$ cat config.mk
export PLATFORM = sky130hd
export DESIGN_NAME = input_port_buffered
export DESIGN_NICKNAME = d
export VERILOG_FILES = /design/src/rtl/noc_pkg.sv /design/src/rtl/flit_fifo.sv /design/src/rtl/input_port_buffered.sv
export SDC_FILE = /design/constraint.sdc
export NUM_CORES = 1
export LEC_CHECK = 0
export ABC_AREA = 1
export CAP_MARGIN = 0
export CORE_MARGIN = 2
export CORE_UTILIZATION = 39
export CTS_BUF_LIST = sky130_fd_sc_hd__clkbuf_8
export CTS_CLUSTER_SIZE = 20
export DETAILED_ROUTE_END_ITERATION = 16
export PLACE_DENSITY = 0.7
export SYNTH_ARGS = -nofsm -noshare
export SYNTH_HDL_FRONTEND = slang
export SYNTH_SLANG_ARGS = --single-unit
$ cat constraint.sdc
create_clock -name clk -period 4.15 [get_ports clk]
set_input_delay 0.6225 -clock clk [delete_from_list [all_inputs] [get_ports clk]]
set_output_delay 0.6225 -clock clk [all_outputs]
set_load 0.01 [all_outputs]
$ cat src/rtl/noc_pkg.sv
// Purpose: shared flit-type, port-index, FSM-state and XY-routing definitions for mesh router ports.
// Latency: n/a (types, constants and pure functions only).
// Backpressure: n/a.
package noc_pkg;

  // Flit type field, taken from the two MSBs of every flit
  localparam logic [1:0] FLIT_BODY   = 2'b00;
  localparam logic [1:0] FLIT_HEAD   = 2'b01;
  localparam logic [1:0] FLIT_TAIL   = 2'b10;
  localparam logic [1:0] FLIT_SINGLE = 2'b11;

  // Output port indices
  localparam int NUM_PORTS = 5;
  typedef logic [2:0] port_idx_t;
  localparam port_idx_t PORT_LOCAL = 3'd0;
  localparam port_idx_t PORT_NORTH = 3'd1;
  localparam port_idx_t PORT_EAST  = 3'd2;
  localparam port_idx_t PORT_SOUTH = 3'd3;
  localparam port_idx_t PORT_WEST  = 3'd4;

  // Coordinates are zero-extended to this width before comparison,
  // so X_BITS/Y_BITS up to COORD_W are supported.
  localparam int COORD_W = 8;
  typedef logic [COORD_W-1:0] coord_t;

  // Route/lock FSM: IDLE waits for a head, BUSY follows the held route until the tail
  typedef enum logic {
    ST_IDLE = 1'b0,
    ST_BUSY = 1'b1
  } state_t;

  // Dimension-ordered routing: resolve X first, then Y, else deliver locally
  function automatic port_idx_t xy_route(input coord_t rx, input coord_t ry,
                                         input coord_t dx, input coord_t dy);
    port_idx_t p;
    p = PORT_LOCAL;
    if (dx > rx)      p = PORT_EAST;
    else if (dx < rx) p = PORT_WEST;
    else if (dy > ry) p = PORT_NORTH;
    else if (dy < ry) p = PORT_SOUTH;
    return p;
  endfunction

  // Port index to one-hot request vector
  function automatic logic [NUM_PORTS-1:0] port_onehot(input port_idx_t p);
    return NUM_PORTS'(1) << p;
  endfunction

endpackage

$ cat src/rtl/flit_fifo.sv
// Purpose: synchronous FIFO for flits with full/empty/count status, power-of-2 depth.
// Latency: a word pushed at edge N appears on pop_dat in cycle N+1 if the FIFO was empty.
// Backpressure: push ignored while full (no bypass), pop ignored while empty.
module flit_fifo #(
  parameter  int WIDTH = 32,
  parameter  int DEPTH = 4,
  localparam int AW    = $clog2(DEPTH)
) (
  input  logic             clk,
  input  logic             reset,
  input  logic             push,
  input  logic [WIDTH-1:0] push_dat,
  input  logic             pop,
  output logic [WIDTH-1:0] pop_dat,
  output logic             full,
  output logic             empty,
  output logic [AW:0]      count
);

  logic [WIDTH-1:0] mem_q [DEPTH];
  logic [WIDTH-1:0] mem_d [DEPTH];
  logic [AW-1:0]    wr_ptr_q, wr_ptr_d;
  logic [AW-1:0]    rd_ptr_q, rd_ptr_d;
  logic [AW:0]      count_q,  count_d;
  logic             do_push, do_pop;

  assign full    = (count_q == (AW+1)'(DEPTH));
  assign empty   = (count_q == '0);
  assign count   = count_q;
  assign pop_dat = mem_q[rd_ptr_q];
  assign do_push = push && !full;
  assign do_pop  = pop && !empty;

  // Next-state for storage, pointers (wrap naturally at power-of-2 depth) and occupancy
  always_comb begin
    mem_d    = mem_q;
    wr_ptr_d = wr_ptr_q;
    rd_ptr_d = rd_ptr_q;
    count_d  = count_q;
    if (do_push) begin
      mem_d[wr_ptr_q] = push_dat;
      wr_ptr_d        = wr_ptr_q + AW'(1);
    end
    if (do_pop) begin
      rd_ptr_d = rd_ptr_q + AW'(1);
    end
    case ({do_push, do_pop})
      2'b10:   count_d = count_q + (AW+1)'(1);
      2'b01:   count_d = count_q - (AW+1)'(1);
      default: count_d = count_q;
    endcase
  end

  // State registers; storage contents are not reset, only the bookkeeping
  always_ff @(posedge clk) begin
    mem_q <= mem_d;
    if (reset) begin
      wr_ptr_q <= '0;
      rd_ptr_q <= '0;
      count_q  <= '0;
    end else begin
      wr_ptr_q <= wr_ptr_d;
      rd_ptr_q <= rd_ptr_d;
      count_q  <= count_d;
    end
  end

endmodule

$ cat src/rtl/input_port_buffered.sv
// Purpose: buffered mesh-router input port; XY-routes packets with wormhole route locking (optional PORT_BLOCK_EN ingress stall).
// Latency: flit pushed at edge N is presented on out_flit/out_valid in cycle N+1 when it is at the FIFO front.
// Backpressure: in_ready = !full (&& !port_block); output holds flit/request stable while the selected out_ready is low.
module input_port_buffered
  import noc_pkg::*;
#(
  parameter int FLIT_WIDTH = 32,
  parameter int X_BITS     = 2,
  parameter int Y_BITS     = 2,
  parameter int FIFO_DEPTH = 4
) (
  input  logic                  clk,
  input  logic                  reset,
  input  logic [X_BITS-1:0]     router_x,
  input  logic [Y_BITS-1:0]     router_y,
  input  logic [FLIT_WIDTH-1:0] in_flit,
  input  logic                  in_valid,
  output logic                  in_ready,
`ifdef PORT_BLOCK_EN
  input  logic                  port_block,
`endif
  output logic [FLIT_WIDTH-1:0] out_flit,
  output logic [NUM_PORTS-1:0]  out_valid,
  input  logic [NUM_PORTS-1:0]  out_ready,
  output logic                  err
);

  localparam int CW = $clog2(FIFO_DEPTH) + 1;

  logic                  fifo_push, fifo_pop;
  logic                  fifo_full, fifo_empty;
  logic [CW-1:0]         fifo_count;
  logic [FLIT_WIDTH-1:0] front;
  logic [1:0]            front_type;
  logic                  front_is_head;
  port_idx_t             front_route;
  logic [NUM_PORTS-1:0]  req;

  state_t    state_q,      state_d;
  port_idx_t held_route_q, held_route_d;
  logic      err_q,        err_d;

  // Occupancy is only needed for debug visibility; full/empty drive the logic.
  logic unused_count;
  assign unused_count = ^fifo_count;

`ifdef PORT_BLOCK_EN
  assign in_ready = !reset && !fifo_full && !port_block;
`else
  assign in_ready = !reset && !fifo_full;
`endif
  assign fifo_push = in_valid && in_ready;

  flit_fifo #(
    .WIDTH (FLIT_WIDTH),
    .DEPTH (FIFO_DEPTH)
  ) u_fifo (
    .clk      (clk),
    .reset    (reset),
    .push     (fifo_push),
    .push_dat (in_flit),
    .pop      (fifo_pop),
    .pop_dat  (front),
    .full     (fifo_full),
    .empty    (fifo_empty),
    .count    (fifo_count)
  );

  // Head decode and route are purely combinational on the FIFO front entry
  assign front_type    = front[FLIT_WIDTH-1:FLIT_WIDTH-2];
  assign front_is_head = (front_type == FLIT_HEAD) || (front_type == FLIT_SINGLE);
  assign front_route   = xy_route(COORD_W'(router_x), COORD_W'(router_y),
                                  COORD_W'(front[X_BITS-1:0]),
                                  COORD_W'(front[X_BITS+Y_BITS-1:X_BITS]));
  assign out_flit      = front;
  assign err           = err_q;

  // Route/lock FSM: request, pop, drop of stray flits and error detection
  always_comb begin
    state_d      = state_q;
    held_route_d = held_route_q;
    err_d        = err_q;
    req          = '0;
    fifo_pop     = 1'b0;
    if (!reset && !fifo_empty) begin
      unique case (state_q)
        ST_IDLE: begin
          if (front_is_head) begin
            req = port_onehot(front_route);
            if (|(req & out_ready)) begin
              fifo_pop = 1'b1;
              if (front_type == FLIT_HEAD) begin
                held_route_d = front_route;
                state_d      = ST_BUSY;
              end
            end
          end else begin
            // Body/tail with no open packet: discard without requesting
            fifo_pop = 1'b1;
            err_d    = 1'b1;
          end
        end
        ST_BUSY: begin
          req = port_onehot(held_route_q);
          // A new head inside a packet is carried as payload on the locked route
          if (front_is_head) err_d = 1'b1;
          if (|(req & out_ready)) begin
            fifo_pop = 1'b1;
            if (front_type == FLIT_TAIL) state_d = ST_IDLE;
          end
        end
        default: ;
      endcase
    end
    out_valid = req;
  end

  // FSM, held route and sticky error registers
  always_ff @(posedge clk) begin
    if (reset) begin
      state_q      <= ST_IDLE;
      held_route_q <= PORT_LOCAL;
      err_q        <= 1'b0;
    end else begin
      state_q      <= state_d;
      held_route_q <= held_route_d;
      err_q        <= err_d;
    end
  end

endmodule

**After elaboration in Yosys (flattened, before gate mapping)**

Index checks and enable logic that the tools add are counted.

- Add/subtract/negate cells: 4
- Equality and inequality tests: 8
- Reductions and logical operators: 16
- Mux-type cells: 28
- Bitwise logic cells: 5
- Shift-type cells: 2
- Magnitude comparators: 7

Operator list:

| cell | number |
|---|---|
| $bwmux W128 | 1 |
| $mux W32 | 3 |
| $bmux W32 S2 | 1 |
| $demux W32 S2 | 1 |
| $mux W1 | 11 |
| $and A5 B5 Y5 | 2 |
| $mux W5 | 2 |
| $pmux W5 S2 | 1 |
| $reduce_or A5 Y1 | 2 |
| $shl A1 B3 Y5 const A | 2 |
| $eq A2 B2 Y1 const B | 3 |
| $ge A3 B3 Y1 const B | 2 |
| $logic_and A1 B1 Y1 | 6 |
| $mux W3 | 2 |
| $not A2 Y3 | 2 |
| $pmux W1 S2 | 3 |
| $pmux W3 S2 | 1 |
| $reduce_and A5 Y1 | 1 |
| $add A2 B1 Y2 const B | 2 |
| $eq A2 B1 Y1 const B | 2 |
| $gt A2 B2 Y1 | 2 |
| $lt A2 B2 Y1 | 2 |
| $mux W2 | 2 |
| $ne A2 B2 Y1 const B | 2 |
| other kinds (10) | 12 |

- Logic and storage cells: 80
- Output and inout port bits: 39
- Bits in registers: 140
- Input port bits: 44

**Longest topological paths before layout**

Gate-level depths: netlist of the first run.

- Word-level depth: 19
- Gate-level depth with buffers: 24
- Depth with buffers taken out: 22

**Hierarchy**

From an unflattened synthesis of the first run, not the netlist that was laid out.

- Cells, all modules: 485
- Area, all modules: 5909.4 µm²

By module, submodules not included:

| module | area an instance (µm²) | seq. area each (µm²) | cells an instance | instances |
|---|---|---|---|---|
| flit_fifo | 5253.8 | 3983.8 | 375 | 1 |
| input_port_buffered | 655.6 | 100.1 | 110 | 1 |

**Worst setup path after synthesis of the first run**

Ideal clock, no wire load.

- Kind: reg2reg
- Start point: register u_fifo.rd_ptr_q[0]
- End point: register u_fifo.count_q[2], in the netlist u_fifo.count[2]
- Library setup time: 0.122 ns
- Required time: 4.028 ns
- Path slack: 1.052 ns
- Arrival: 2.976 ns
- Buffers on the path: 2
- Period minus slack after synthesis: 3.098 ns
- Stages on the path, launching flop included: 20
- Path through: dfxtp_1 -> buf_6 -> clkbuf_1 -> o21ai_0 -> o22ai_1 -> ha_1 -> a21oi_1 -> nand4_1 -> nand2_1 -> nor2_2 -> nand3_4 -> nand2_4 -> inv_2 -> ha_1 -> inv_1 -> fa_1 -> a21oi_1 -> o21ai_0 -> o21ai_0 -> a21oi_1

- Longest elaborated chain between the ends: 19
- Elaborated cells between the ends (all ways): 27

RTL lines:

| item | RTL line | source |
|---|---|---|
| start, declared | flit_fifo.sv:23 | `logic [AW-1:0] rd_ptr_q, rd_ptr_d;` |
| start signal, assigned | flit_fifo.sv:63 | `rd_ptr_q <= rd_ptr_d;` |
| $not A2 Y3 (not written as such) (*) | flit_fifo.sv:30 | `assign pop_dat = mem_q[rd_ptr_q];` |
| $bmux W32 S2 (*) | flit_fifo.sv:30 |  |
| $mux W32 (not written as such) (*) (2 in series) | flit_fifo.sv:30 |  |
| named net out_flit[3] | input_port_buffered.sv:22 | `output logic [FLIT_WIDTH-1:0] out_flit,` |
| $lt A2 B2 Y1 | noc_pkg.sv:40 | `else if (dy < ry) p = PORT_SOUTH;` |
| $mux W2 | noc_pkg.sv:40 |  |
| $mux W2 (*) | noc_pkg.sv:39 | `else if (dy > ry) p = PORT_NORTH;` |
| $mux W3 (*) | noc_pkg.sv:38 | `else if (dx < rx) p = PORT_WEST;` |
| [... 4 more ...] | n/a |  |
| $mux W1 (*) | input_port_buffered.sv:90 | `if (\|(req & out_ready)) begin` |
| $mux W1 (*) | input_port_buffered.sv:88 | `if (front_is_head) begin` |
| $pmux W1 S2 (*) | input_port_buffered.sv:86 | `unique case (state_q)` |
| $mux W1 (*) | input_port_buffered.sv:85 | `if (!reset && !fifo_empty) begin` |
| $logic_and A1 B1 Y1 (*) | flit_fifo.sv:32 | `assign do_pop = pop && !empty;` |
| named net u_fifo.do_pop | flit_fifo.sv:25 | `logic do_push, do_pop;` |
| $eq A2 B1 Y1 / $eq A2 B2 Y1 (equally long branches) | flit_fifo.sv:47 | `case ({do_push, do_pop})` |
| $pmux W3 S2 / $reduce_bool A2 Y1 (equally long branches) | n/a |  |
| end signal, assigned | flit_fifo.sv:64 | `count_q <= count_d;` |
| end, declared | flit_fifo.sv:24 | `logic [AW:0] count_q, count_d;` |

Mark *: on every way through the listed nets, which the timed path passes. The rest lies on a longest branch. The select of a mux whose other input is x is not followed.
A chain may end at the register's enable or synchronous reset.

**Worst setup path after layout of the first run**

- Start point: register u_fifo.rd_ptr_q[0]
- End point: output port out_valid[1]

- Longest elaborated chain between the ends: 13
- Elaborated cells between the ends (all ways): 19

RTL lines:

| item | RTL line | source |
|---|---|---|
| $not A2 Y3 (not written as such) (*) | flit_fifo.sv:30 |  |
| $bmux W32 S2 (*) | flit_fifo.sv:30 |  |
| $mux W32 (not written as such) (*) (2 in series) | flit_fifo.sv:30 |  |
| $lt A2 B2 Y1 | noc_pkg.sv:40 |  |
| $mux W2 | noc_pkg.sv:40 |  |
| $mux W2 | noc_pkg.sv:39 |  |
| $mux W3 | noc_pkg.sv:38 |  |
| $mux W3 | noc_pkg.sv:37 | `if (dx > rx) p = PORT_EAST;` |
| $shl A1 B3 Y5 | noc_pkg.sv:46 | `return NUM_PORTS'(1) << p;` |
| $mux W5 (*) | input_port_buffered.sv:88 |  |
| $pmux W5 S2 (*) | input_port_buffered.sv:86 |  |
| $mux W5 (*) | input_port_buffered.sv:85 |  |
| end, declared | input_port_buffered.sv:23 | `output logic [NUM_PORTS-1:0] out_valid,` |

Mark *: on every way between the ends. The rest lies on a longest branch, timed or not. The select of a mux whose other input is x is not followed.

==> results of run 1 <==
cell usage after synthesis, drive strengths merged:
cell    instances  share of area
a21boi          1         0.0019
a21oi          17          0.015
a31oi           2         0.0047
a32oi           2         0.0030
buf             5         0.0062
clkbuf         16          0.010
dfxtp          12          0.041
edfxtp        128           0.66
fa              1         0.0034
ha             10          0.022
inv            38          0.025
nand2          56          0.041
nand3          12          0.016
nand4           3         0.0032
nor2           76          0.055
nor3            5         0.0043
o21ai          64          0.056
o22ai          28          0.030
xor2            1         0.0015
final timing paths:
kind / startpoint / to / slack [ps] / cells past startpoint
max reg2reg: u_fifo.rd_ptr_q[0] / u_fifo.count[2] / 800 / 20
min: err / err / 460 / 2
min reg2reg: err / err / 460 / 2
max: u_fifo.rd_ptr_q[0] / out_valid[1] / 340 / 14
power by group through the flow:
stage / Combinational (mW) / Sequential (mW) / Clock (mW)
after global placement: 1.35 / 1.70 / 0
after detailed placement: 1.38 / 1.70 / 0
after global routing: 1.53 / 1.68 / 1.02
after floorplan: 0.823 / 1.68 / 0
after CTS: 1.39 / 1.67 / 0.965
final: 1.37 / 1.67 / 0.931
layout make-up:
class	count	area, sq um
clock inverter	12	62.6
clock buffer	20	275
inverter	38	143
sequential	140	4090
multi-input combinational	278	1520
fill	1322	7310
timing repair buffer	93	903
tap	184	230
layer usage:
metal	wire, um	up-vias	share of wire
met2	6070	97	0.49
met1	5560	1841	0.45
met5	13	-	0.0010
met3	744	9	0.060
li1	-	1887	-
met4	75	2	0.0060
through the flow:
| step | hold slack (ps) | cell area (sq um) |
|---|---|---|
| 3_5_place_dp | 450 | 6890 |
| 4_1_cts | 462 | 7220 |
| 3_3_place_gp | 443 | 6890 |
| 5_1_grt | 498 | 7230 |
| 6_report | 456 | 7230 |
| 2_1_floorplan | 468 | 5820 |
worst max-delay path: cells and delay by family (launching register included):
| family | cells | cell delay (ps) |
|---|---|---|
| buf+inv | 6 | 1190 |
| compound gates | 2 | 500 |
| flops | 1 | 410 |
| simple gates | 5 | 380 |
| fa+ha+maj | 1 | 280 |
kinds of logic (layout without fill, tap and decap cells):
group                      after synthesis  in the layout  synth area share
DFF                                    140            140             0.702
AOI/OAI and AO/OA                      114            114             0.111
adders and majority gates               11             11            0.0250
and+or+nand+nor                        152            152             0.120
xor gates and xnor gates                 1              1           0.00151
buffers and inverters                   59            163            0.0411
flip-flops by register name, summed over array words and instances, names as in the netlist:
register	count
u_fifo.wr_ptr_q	2
u_fifo.count	3
u_fifo.rd_ptr_q	2
held_route_q	3
state_q	1
u_fifo.mem_q	128
err	1
layout by cell type (no fill, tap or decap):
master           count
clkinv_2             4
o22ai_1             28
a21oi_1             16
clkdlybuf4s50_1     82
nand2_2              5
nand2_1             49
a32oi_1              2
nor2_4               5
clkinv_4             1
nor2_8               1
clkinvlp_4           2
nand2_4              2
a21oi_2              1
a21boi_2             1
dfxtp_1             11
clkbuf_8            20
nor2_2               4
a31oi_4              1
nand3_1              8
nand3_2              2
dfxtp_4              1
nor2_1              66
fa_1                 1
xor2_1               1
o21ai_2              1
buf_4               11
nor3_1               5
nand4_1              3
ha_1                10
o21ai_1              3
o21ai_0             60
inv_1               31
nand3_4              2
a31oi_1              1
edfxtp_1           128
inv_2               12
what timing repair did:
action / 4_1_cts / 5_1_grt
setup buffers: 0 / 0
endpoints found under the setup margin: 0 / 1
resized for setup: 0 / 1
==> out/results.ini, run 1 <==
[clock_network]
htreeDepth=4
clk_pin_slew_worst_paths_ps=70
tritoncts_num_sinks=140
ctsHoldBuffers=0
numCtsBuffers=17
clock_insertion_delay_worst_skew_ps=430
clock_tree.root_cell=clkbuf_8
clock_path_buffers=2
tritoncts=done

[floorplan]
die_y_um=126
die_w_um=126
io_pins=83
rows=44
floorplan.initialDensity=0.400
coreArea_sq_um=14500
fp.dieArea_sq_um=15900

[global_route]
largest_net_degree_at_the_start_of_global_routing=33
globalRouteOverflowTotal=0
globalRouteMet1Util=0.205
gr-usage-all-layers=0.163
grt.met2_usage=0.269
globalRouteMet3Util=0.0552
top_usage_layer=met2
grt_first_pass_wirelength_mm=20.0
grt_pass1_vias=3862
antenna_found_initial=1

[setup_path]
path_max_fanout=24
worstSetupPathType=flip-flop to output port
worst-endpoint-arrival_ps=3190
endpoint_kind=output port
cp_common_cell=nand2_1
critical_path_start_type=flip-flop
worstPathRequired_ps=3530
cp_slowest_stage_delay_ps=570
critPathSlowestCell=clkdlybuf4s50_1
crit_chain=inv_2 > nand2_1 > a32oi_1 > inv_1 > ha_1 > nand2_1 > inv_2 > nand2_1 > inv_1 > nand2_1 > inv_1 > nand3_1 > a21oi_1 > clkdlybuf4s50_1

[run]
cap_violations=0

[placement]
place_congestion=0.848
placed_cells=733
detailedPlacementHpwl_mm=7.88
placement_stage_worst_setup_slack_ps=772
placement.io_buffers=82

[sta]
finalSetupViolCount=0
timing.slew.headroom=0.633
period_minus_slack_ps=3810
grt_setup_unrepaired=false
fmax_mhz=263
timing.setup.tns_ps=0
final.period_utilization=0.918
timing.final.max_slew_violations=0
post-route-worst-setup-slack_ps=342
timing_hold_violations_final=0
max_slew.worst_pin.slew_ps=549
clock-skew-final_ps=12.3

[power]
power.combinational.fraction=0.344
share_clk_of_total_power=0.235
cellLeakagePower_nw=2.55
sequentialPowerShare=0.421
power_report.internal_total_mw=2.65
power.net_switching_mw=1.32
totalPowerFinal_mw=3.97
largest_vdd_supply_drop_uv=237
switching_share=0.332
power.density_nw_per_um2=549

[routing]
wl_mm=12.5
viasPerCell=5.01
post-route-drc-count=0
routed-via-count=3836
drt_pre_antenna_iters=7
detail_route.iter0.violations=240
antenna_left=0
wl_per_cell_um=16.3

[cells_and_area]
finalNetCount=623
utilization=0.497
stdcell_count=765
areaGrowthSynthToFinish_pct=24.2
layout_cell_share_with_drive_strength_beyond_1=0.131
antenna-diode-count=0

[logic_synthesis]
synth.lib_cells_used.distinct=33
syn_area_per_cell_sq_um=12.2
syn_nets=532
synthesis.area_sq_um=5820
post_synth_inst_count=477
synth_seq_area_share=0.702
synth_warnings=0
synth.ff_latch_count=140

[worst_hold_path]
hold_class=flip-flop to flip-flop

[run_status]
outcome=complete, no violations

No activity file was read; power rests on OpenSTA's default activity.
==> run 2, diff against run 1 <==
--- a/config.mk
+++ b/config.mk
@@ -13,6 +13,7 @@
 export CTS_CLUSTER_SIZE = 20
 export DETAILED_ROUTE_END_ITERATION = 16
 export PLACE_DENSITY = 0.7
+export SLEW_MARGIN = 5
 export SYNTH_ARGS = -nofsm -noshare
 export SYNTH_HDL_FRONTEND = slang
 export SYNTH_SLANG_ARGS = --single-unit
==> results of run 2 <==
Same layout as run 1: the final DEF is identical, and so are final timing and power.
==> run 3, diff against run 2 <==
==> constraint.sdc (replaced) <==
create_clock -name clk -period 4.15 [get_ports clk]
set_input_delay 0.6225 -clock clk [delete_from_list [all_inputs] [get_ports clk]]
set_output_delay 0.6225 -clock clk [all_outputs]
set_load 0.02 [all_outputs]
==> run 3 against run 2 <==
Net effect: final area down 0.16%; via count is essentially flat; hold slack got worse by 2.1 ps; utilization decreased by 0.078 points; sequential power about the same; clock skew is 1.2 ps lower.
==> out/results.ini, run 3 (synthesized netlist as in run 1, its figures left out) <==
[run_status]
outcome=complete, no violations

[cells_and_area]
finalNetCount=623
areaGrowthSynthToFinish_pct=24.0
multi_input_area_sq_um=1520
final-seq-area_sq_um=4090
layout_cell_share_with_drive_strength_beyond_1=0.127
largest_register_ff_count=128
layout.cells.most_common_list=edfxtp_1 (128), clkdlybuf4s50_1 (82), nor2_1 (66), o21ai_0 (60), nand2_1 (49)
utilization=0.496
layout_commonest_cell=edfxtp_1
filler_instances=1322
stdcell_count=765
registers.top_by_ff_count=u_fifo.mem_q
antenna-diode-count=0
final_cell_area_sq_um=7210

[setup_path]
worst_r2r_endpoint=u_fifo.count[2]
reg2regPathDepth=20
path_max_fanout=24
r2r_setup_slack_ps=760
endpoint_kind=output port
worstPathRequired_ps=3530
worstSetupPathType=flip-flop to output port
timing.critical_path.from=u_fifo.rd_ptr_q[0]
worst-endpoint-arrival_ps=3260
critical_path_start_type=flip-flop
cp-endpoint=out_valid[1]
r2r_start=u_fifo.rd_ptr_q[0]

[floorplan]
floorplan.initialDensity=0.400
die_w_um=126
die_y_um=126
rows=44
fp.dieArea_sq_um=15900
io_pins=83
coreArea_sq_um=14500

[routing]
wl_per_cell_um=15.9
met2_wirelength_mm=6.03
wl_mm=12.2
antenna_left=0
max_layer_used=met5
wl_met1_mm=5.32
viasPerCell=5.01
drt_pre_antenna_iters=5
detail_route.iter0.violations=296
post-route-drc-count=0
met3_wirelength_um=734
routed-via-count=3835

[global_route]
gr-usage-all-layers=0.159
grt_pass1_vias=3837
largest_net_degree_at_the_start_of_global_routing=33
globalRouteOverflowTotal=0
antenna_found_initial=1
grt_first_pass_wirelength_mm=19.4

[clock_network]
ctsResizeCount=0
clock_tree.root_cell=clkbuf_8
clk_pin_slew_worst_paths_ps=70
htreeDepth=4
clock_path_buffers=2
clock_insertion_delay_worst_skew_ps=430
tritoncts_num_sinks=140
postCtsSetupRepairBufs=0
tritoncts=done
ctsHoldBuffers=0
numCtsBuffers=17

[placement]
placement_stage_worst_setup_slack_ps=714
detailedPlacementHpwl_mm=7.76
placement.io_buffers=82
place_congestion=0.859
placed_cell_area_sq_um=6890
placed_cells=733

[worst_hold_path]
min_path_cells=2
worst_hold_startpoint=err
hold_class=flip-flop to flip-flop

[sta]
grt_setup_unrepaired=false
finalSetupViolCount=0
post-route-worst-setup-slack_ps=268
period_minus_slack_ps=3880
fmax_mhz=258
timing.slew.headroom=0.634
final.period_utilization=0.935
max_slew.worst_pin.slew_ps=548
timing_hold_violations_final=0
timing.final.max_slew_violations=0
finalHoldWorstSlack_ps=454
timing.setup.tns_ps=0
clock-skew-final_ps=11.1

[power]
largest_vdd_supply_drop_uv=316
totalPowerFinal_mw=4.08
cellLeakagePower_nw=2.56
power.density_nw_per_um2=566

[run]
cap_violations=0

## run 3: cell types whose count changed in the layout (fill, tap and decap cells not counted), sizes merged
cell,previous run,this run
clkinvlp,2,0
clkbuf,20,17
clkinv,5,8
inv,43,44
bufinv,0,1
## run 3: how the worst min path moves through the flow
stage	end	slack, ps
5_1_grt	err	490
2_1_floorplan	u_fifo.count[2]	470
4_1_cts	err	460
6_report	err	450
3_5_place_dp	err	450
3_3_place_gp	err	440
## run 3: where the power goes
group / internal (mW) / switching, mW / total (mW) / leakage [nW]
combinational: 0.583 / 0.911 / 1.49 / 1.10
sequential: 1.62 / 0.0483 / 1.67 / 1.26
clock: 0.450 / 0.468 / 0.919 / 0.197
## run 3: layout make-up
type                            instances  area share
Sequential cell                       140       0.566
Multi-Input combinational cell        278       0.211
Timing Repair Buffer                   93       0.125
Clock buffer                           17      0.0324
Tap cell                              184      0.0319
Inverter                               38      0.0198
Clock inverter                         15      0.0132
## run 3: worst max-delay path: stages (launching register included)
cell and delay, ps:
dfxtp_2 430, inv_2 350, nand2_1 90, a32oi_1 310
inv_1 90, ha_1 290, nand2_1 100, inv_2 90
nand2_1 80, inv_1 60, nand2_1 40, inv_1 80
nand3_1 80, a21oi_1 130, clkdlybuf4s50_1 610
## run 3: per-layer routing
layer  vias up  track usage
met1      1839        0.204
met4         2       0.0601
met3         7       0.0480
met2       102        0.256
li1       1885            -
met5         -            0
